[src/rtl/babbage_pkg.sv]
// Shared definitions for the Babbage difference-engine family: default
// sample/coefficient widths, the fit state encoding and the divide-by-6 step.
package babbage_pkg;

    localparam int W_Y = 33;  // sample width, two's complement
    localparam int W_A = 8;   // unsigned coefficient width

    typedef enum logic [2:0] {
        IDLE,
        COLLECT,
        DIFF,
        DIV,
        FIN,
        DONE
    } state_t;

    // One restoring-division step by 6: shift din into the partial remainder,
    // subtract 6 if it fits. Returns {quotient_bit, new_remainder}.
    function automatic logic [3:0] div6_step(input logic [2:0] rem, input logic din);
        logic [3:0] t;
        t = {rem, din};
        if (t >= 4'd6) begin
            return {1'b1, 3'(t - 4'd6)};
        end
        return {1'b0, t[2:0]};
    endfunction

endpackage

[src/rtl/babbage_div6.sv]
// Serial restoring divider by 6, sign-magnitude with truncation toward zero.
// The first quotient bit is resolved on the start edge, so N quotient bits
// take N cycles in total and done pulses in the cycle after the last step.
module babbage_div6
    import babbage_pkg::*;
#(
    parameter int N = babbage_pkg::W_Y + 2
) (
    input  logic                clk,
    input  logic                rst,
    input  logic                start,
    input  logic signed [N-1:0] dividend,
    output logic                busy,
    output logic                done,
    output logic signed [N-1:0] quotient,
    output logic signed [3:0]   remainder
);

    localparam int CW = $clog2(N + 1);

    logic [N-1:0]  shreg;   // remaining dividend bits shift out, quotient bits shift in
    logic [2:0]    rem;
    logic          neg;
    logic [CW-1:0] cnt;
    logic [N-1:0]  mag;
    logic [3:0]    first_step;
    logic [3:0]    next_step;

    // Magnitude of the dividend and the two possible step results.
    // NOTE: every signal of this block is assigned on every pass, so no latch is inferred.
    always_comb begin
        mag        = dividend[N-1] ? -dividend : dividend;
        first_step = div6_step(3'd0, mag[N-1]);
        next_step  = div6_step(rem, shreg[N-1]);
    end

    // Load on start, then one quotient bit per cycle until the count runs out.
    // NOTE: sequential state uses non-blocking assignments so all flops see pre-edge values.
    always_ff @(posedge clk) begin
        if (!rst) begin
            busy  <= 1'b0;
            done  <= 1'b0;
            cnt   <= '0;
            rem   <= '0;
            shreg <= '0;
            neg   <= 1'b0;
        end else begin
            done <= 1'b0;
            if (start) begin
                shreg <= {mag[N-2:0], first_step[3]};
                rem   <= first_step[2:0];
                neg   <= dividend[N-1];
                cnt   <= CW'(N - 1);
                busy  <= 1'b1;
            end else if (busy) begin
                shreg <= {shreg[N-2:0], next_step[3]};
                rem   <= next_step[2:0];
                cnt   <= cnt - 1'b1;
                if (cnt == CW'(1)) begin
                    busy <= 1'b0;
                    done <= 1'b1;
                end
            end
        end
    end

    assign quotient  = neg ? -$signed(shreg) : $signed(shreg);
    assign remainder = neg ? -$signed({1'b0, rem}) : $signed({1'b0, rem});

endmodule

[src/rtl/babbage_fit.sv]
// Recovers the coefficients a3..a0 of a cubic from four consecutive samples
// p(0)..p(3) using forward differences and a serial divide-by-6.
// Optional macro BABBAGE_FIT_CHECK_EN enables the exact/in-range check on err;
// without it err is tied low.
module babbage_fit
    import babbage_pkg::*;
#(
    parameter int W_Y = babbage_pkg::W_Y,
    parameter int W_A = babbage_pkg::W_A
) (
    input  logic           clk,
    input  logic           rst,
    input  logic [W_Y-1:0] y,
    input  logic           y_val,
    output logic           y_rdy,
    output logic [W_A-1:0] a3,
    output logic [W_A-1:0] a2,
    output logic [W_A-1:0] a1,
    output logic [W_A-1:0] a0,
    output logic           coef_val,
    output logic           err
);

    localparam int WD = W_Y + 2;  // difference width

    state_t                state;
    logic [1:0]            cnt;
    logic signed [W_Y-1:0] p [4];
    logic signed [WD-1:0]  d1_r, d2_r, d3_r;
    logic signed [WD-1:0]  s0, s1, s2, s3;
    logic signed [WD-1:0]  d1_c, d2_c, d3_c;
    logic signed [WD-1:0]  diff_c, a3_c, a2_c, a1_c, a0_c;
    logic                  div_start, div_busy, div_done;
    logic signed [WD-1:0]  div_quot;
    logic signed [3:0]     div_rem;

    assign div_start = (state == DIFF) && !div_busy;

    babbage_div6 #(.N(WD)) u_div6 (
        .clk       (clk),
        .rst       (rst),
        .start     (div_start),
        .dividend  (d3_c),
        .busy      (div_busy),
        .done      (div_done),
        .quotient  (div_quot),
        .remainder (div_rem)
    );

    // Forward differences of the stored samples and the final coefficient solve.
    always_comb begin
        s0     = {{2{p[0][W_Y-1]}}, p[0]};
        s1     = {{2{p[1][W_Y-1]}}, p[1]};
        s2     = {{2{p[2][W_Y-1]}}, p[2]};
        s3     = {{2{p[3][W_Y-1]}}, p[3]};
        d1_c   = s1 - s0;
        d2_c   = s2 - (s1 <<< 1) + s0;
        d3_c   = s3 - ((s2 <<< 1) + s2) + ((s1 <<< 1) + s1) - s0;
        diff_c = d2_r - d3_r;
        a3_c   = div_quot;
        a2_c   = diff_c >>> 1;  // exact when diff_c is even; odd values are flagged as errors
        a1_c   = d1_r - a3_c - a2_c;
        a0_c   = s0;
    end

    // Sample capture and difference registers.
    // NOTE: sample and difference storage is not reset; it is always rewritten before it is read.
    always_ff @(posedge clk) begin
        if (y_val && y_rdy) begin
            p[cnt] <= y;
        end
        if (state == DIFF) begin
            d1_r <= d1_c;
            d2_r <= d2_c;
            d3_r <= d3_c;
        end
    end

    // Control FSM with registered y_rdy, coef_val and coefficient outputs.
    always_ff @(posedge clk) begin
        if (!rst) begin
            state    <= IDLE;
            cnt      <= 2'd0;
            y_rdy    <= 1'b1;
            coef_val <= 1'b0;
            a3       <= '0;
            a2       <= '0;
            a1       <= '0;
            a0       <= '0;
        end else begin
            case (state)
                IDLE: begin
                    if (y_val) begin
                        cnt   <= 2'd1;
                        state <= COLLECT;
                    end
                end
                COLLECT: begin
                    if (y_val) begin
                        cnt <= cnt + 2'd1;
                        if (cnt == 2'd3) begin
                            state <= DIFF;
                            y_rdy <= 1'b0;
                        end
                    end
                end
                DIFF: state <= DIV;
                DIV: begin
                    if (div_done) begin
                        state <= FIN;
                    end
                end
                FIN: begin
                    a3       <= a3_c[W_A-1:0];
                    a2       <= a2_c[W_A-1:0];
                    a1       <= a1_c[W_A-1:0];
                    a0       <= a0_c[W_A-1:0];
                    coef_val <= 1'b1;
                    state    <= DONE;
                end
                DONE: begin
                    coef_val <= 1'b0;
                    y_rdy    <= 1'b1;
                    cnt      <= 2'd0;
                    state    <= IDLE;
                end
                default: begin
                    state <= IDLE;
                    y_rdy <= 1'b1;
                    cnt   <= 2'd0;
                end
            endcase
        end
    end

`ifdef BABBAGE_FIT_CHECK_EN
    logic err_r;
    logic err_c;

    function automatic logic out_of_range(input logic [WD-1:0] c);
        return |c[WD-1:W_A];
    endfunction

    // Inexact division, odd second-difference residue or out-of-range coefficient.
    always_comb begin
        err_c = (div_rem != 4'sd0) | diff_c[0] |
                out_of_range(a3_c) | out_of_range(a2_c) |
                out_of_range(a1_c) | out_of_range(a0_c);
    end

    // Error flag is captured together with the coefficients.
    always_ff @(posedge clk) begin
        if (!rst) begin
            err_r <= 1'b0;
        end else if (state == FIN) begin
            err_r <= err_c;
        end
    end

    assign err = err_r;
`else
    logic unused_bits;
    assign unused_bits = ^{div_rem, a3_c[WD-1:W_A], a2_c[WD-1:W_A],
                           a1_c[WD-1:W_A], a0_c[WD-1:W_A]};
    assign err = 1'b0;
`endif

endmodule

[config.mk]
export PLATFORM = sky130hd
export DESIGN_NAME = babbage_fit
export DESIGN_NICKNAME = d
export VERILOG_FILES = /design/src/rtl/babbage_pkg.sv /design/src/rtl/babbage_div6.sv /design/src/rtl/babbage_fit.sv
export SDC_FILE = /design/constraint.sdc
export NUM_CORES = 1
export LEC_CHECK = 0
export BUFFER_PORTS_ARGS = -buffer_cell sky130_fd_sc_hd__buf_2
export CAP_MARGIN = 40
export CORE_ASPECT_RATIO = 1.4
export CORE_MARGIN = 2
export CORE_UTILIZATION = 63
export DETAILED_ROUTE_END_ITERATION = 10
export PLACE_DENSITY = 0.81
export REMOVE_ABC_BUFFERS = 1
export SLEW_MARGIN = 30
export SYNTH_ARGS = -nofsm -noshare
export SYNTH_HDL_FRONTEND = slang
export SYNTH_SLANG_ARGS = --single-unit
[constraint.sdc]
create_clock -name clk -period 5.8 [get_ports clk]
set_input_delay 1.74 -clock clk [delete_from_list [all_inputs] [get_ports clk]]
set_output_delay 1.74 -clock clk [all_outputs]
set_load 0.02 [all_outputs]
==> impl_summary.txt <==
----------------------------------------------------
[Global route]
  Wire length of the first global-routing pass ... ~56000 um
  Tot GR Track Use ... roughly a quarter
  Pin count of the biggest net entering global routing ... between 60 and 70
  Remaining global-route overflow ... 0
  Initial antenna violation count ... 0
  Vias in the first global route ... about 12000

[Power and ir drop]
  Clock network fraction of total power ... between 20 and 30%
  Internal power consumption ... between 4 and 5 mW
  Cell Pwr Density ... approximately 360 nW/um^2
  Static Leakage ... approximately 7.9 nW
  Sequential fraction of design power ... between 20% and 30%
  P_sw ... 2.47 mW
  Combinational power share ... about 45%
  Final Total Pwr ... 6.49 mW
  Switching Share ... between 30% and 40%
  Max IR drop VDD ... ~250 uV

[STA]
  Clock skew after layout ... just over 0.01 ns
  Hold Violations, Final ... 0
  Setup Viol. Count Final ... 0
  Pin slew with the least headroom to its limit ... ~0.67 ns
  Ratio of final minimum period to clock period ... a little over nine tenths
  Upper clock frequency limit ... 0.181 GHz
  Remaining max-slew budget at the tightest pin ... 55.4%
  Number of slew-limit violations in the final report ... 0
  Slack of the critical path ... 0.284 ns
  Clock period minus final worst setup slack ... 5.52 ns

[Clock tree]
  CTS tree ... yes
  CTS Sinks ... about 240
  Insertion delay of the later-clocked pin in the worst-skew pair ... roughly 0.53 ns
  Maximum clock insertion buffer count ... 3
  Post-CTS setup buffer count ... 0
  Cts bufs inserted ... 24
  # H-tree levels ... 1
  CTS root buf ... clkbuf_16
  Clock transition at path regs ... 0.07 ns

[Yosys]
  Commonest cells post-synth ... 321 x inv_1, 158 x edfxtp_1, 147 x fa_1
  Part of the Yosys area used for sequential elements ... about two fifths
  Synthesis Warnings ... 0
  Post-synth top area share ... between 20 and 30%
  Main synth FF type ... edfxtp_1
  Number of flops mapped to enable cells by yosys ... around 160
  Share of flip-flops with an asynchronous set or reset after synthesis ... 0%
  Dominant cell by count in the synthesized netlist ... inv_1
  Cell area after synthesis ... 16600 um^2
  Leading area contributor after synthesis ... edfxtp_1
  Number of library cell types mapped by synthesis ... 88
  Yosys reg bits ... approximately 240
  Post-Syn Instances ... about 1600
  Largest cells by area after synthesis ... edfxtp_1 29%, fa_1 18%, dfxtp_1 10%
  Syn Area/Cell ... roughly 10 um^2

[Die]
  I/O pin count ... 71
  Placement Rows ... 70
  Area of the core region ... between 20000 and 30000 um^2
  Width of the chip ... 141 um
  Starting Density ... between 60 and 70%
  Total Die Area ... roughly 28000 um^2
  Die Span Y ... slightly below 200 um

[Cells and area]
  Total inserted antenna cells ... 0
  Final nets ... just under 2000
  Layout overhead on the synthesized area ... 9.99%
  Share of final-layout standard cells stronger than drive strength 1 ... between 10% and 20%

[Critical path]
  Most prevalent standard cell on the critical path ... fa_1
  Endpoint of the lowest-slack register-to-register path ... u_div6.rem[0]
  Critical path data arrival time ... roughly 6 ns
  Sort of element at the start of the critical path ... register
  CP Data Required Time ... 6.27 ns
  Flop2flop setup slack ... approximately 0.28 ns
  Cell chain of the critical path ... inv_1, fa_1, fa_1, inv_1, fa_1, fa_1, nor2b_4, o2111ai_4, nand2_1, xnor2_4, nand2_1, or4_4, or3_4, nor3_2, nand4_1, or4_1, a21oi_1
  Startpoint of the worst-slack reg-to-reg timing path ... p[0][2]
  Nature of the critical path endpoint ... register
  Worst path slowest cell ... fa_1
  Max FO, Critical Path ... 6
  Depth of the most critical reg-to-reg path ... 17
  Worst setup path class ... register to register
  CP max stage delay ... 0.56 ns

[Status]
  Outcome ... finished clean

[Placement]
  Number of I/O port buffers ... 69
  Final estimated routing congestion in global placement ... between 0.9 and 1
  HPWL Detailed ... between 20000 and 30000 um
  Worst slack after detailed placement ... approximately 0.17 ns

[Detailed routing]
  Avg WL per Cell ... 16.3 um
  Average vias per placed instance ... 5.65
  Initial DRC count ... roughly 670
  Number of detailed-routing iterations run before antenna repair ... 5
  Number of nets still failing antenna checks after routing ... 0
  Total number of vias ... between 10000 and 15000
  WL final ... between 30000 and 40000 um
  DRC violations left ... 0

[Worst hold path]
  Startpoint of the worst hold path ... a2[5]
  Worst Hold Path EP ... a2[5]
  WHS Path Cells ... 2
  Hold Crit Class ... register to register

[Job]
  Number of maximum-capacitance constraint violations ... 0

----------------------------------------------------
==> registers in the layout, summed over array words and instances (netlist names) <==
name	count
p	132
u_div6.shreg	35
d2_r	9
d3_r	9
a0	8
a1	8
a2	8
a3	8
d1_r	8
u_div6.cnt	6
state	3
u_div6.rem	3
cnt	2
coef_val	1
u_div6.busy	1
u_div6.done	1
u_div6.neg	1
y_rdy	1
==> cells in the final DEF, fill, tap and decap left out, types with 11 or more instances in the layout <==
master     instances
buf_4             12
inv_1            320
nand3_1           21
nand2b_1          12
a21o_1            19
edfxtp_1         158
nor2_1            81
nor3_1            30
clkbuf_16         25
nand2_1          125
ha_1              74
dfxtp_1           85
a31oi_1           11
a211oi_1          13
xor2_1            26
buf_2             69
a21oi_1          110
or3_1             21
and3_1            13
xnor2_1           72
nand4_1           11
fa_1             147
o21ai_0           54
==> worst max-delay path by stage <==
stage,startpoint,end,slack [ns],cells after the start
2_1_floorplan,p[0][5],u_div6.rem[0],0.67,18
6_report,p[0][2],u_div6.rem[0],0.28,17
3_5_place_dp,p[2][10],u_div6.rem[0],0.17,18
3_3_place_gp,p[2][9],u_div6.rem[0],0.30,18
4_1_cts,p[2][10],u_div6.rem[0],0.16,18
5_1_grt,p[0][0],u_div6.rem[0],-0.01,20
==> layer usage <==
metal,track usage [%],vias to the layer above,wire (um)
met4,13.4,0,1860
met2,47.0,318,17700
li1,-,5523,-
met1,27.1,5514,12400
met3,2.59,122,1150
met5,0,-,0
==> per-stage QoR <==
step,utilization [%],setup TNS [ns],instance area [um^2],instances,hold WS [ns]
3_5_place_dp,66.8,0,17400,1989,0.443
4_1_cts,70.0,0,18200,2033,0.453
2_1_floorplan,-,0,16400,1578,0.433
6_report,70.2,0,18300,2033,0.451
3_3_place_gp,66.2,0,17200,1983,0.436
5_1_grt,70.2,-0.00988,18300,2033,0.459
==> critical path, delay by kind of cell, from the launching register on <==
family	cells	cell delay, ns
DFF	1	0.41
buffers and inverters	2	0.24
xor gates and xnor gates	1	0.17
AOI/OAI and AO/OA	2	0.31
and+or+nand+nor	8	2.23
adders and majority gates	4	2.09
==> cell type report <==
class / instances / area (um^2)
Clock buffer: 25 / 626
Timing Repair Buffer: 87 / 581
Multi-Input combinational cell: 1012 / 8760
Tap cell: 324 / 405
Clock inverter: 19 / 218
Fill cell: 1900 / 7750
Sequential cell: 244 / 6470
Inverter: 322 / 1210
==> cell families after synthesis <==
group	Yosys count	share of synthesized area, %
buf+inv	376	8.65
simple gates	365	10.8
compound gates	317	12.5
flops	244	38.9
fa+ha+maj	222	23.4
xor+xnor	100	5.36
mux	7	0.422
other cells	1	0.0226
==> what timing repair did <==
action | 4_1_cts | 5_1_grt
hold buffers | 0 | 0
setup endpoints to repair | 0 | 22
resized for setup | 0 | 8
==> power groups by stage <==
stage / registers, mW / clock network, mW / logic [mW]
global route: 1.94 / 1.75 / 3.21
CTS: 1.94 / 1.68 / 2.82
floorplan: 1.97 / 0 / 2.12
finish: 1.94 / 1.66 / 2.89
detailed placement: 1.97 / 0 / 2.80
global placement: 1.97 / 0 / 2.72
Power figures use the tool's default switching activity.
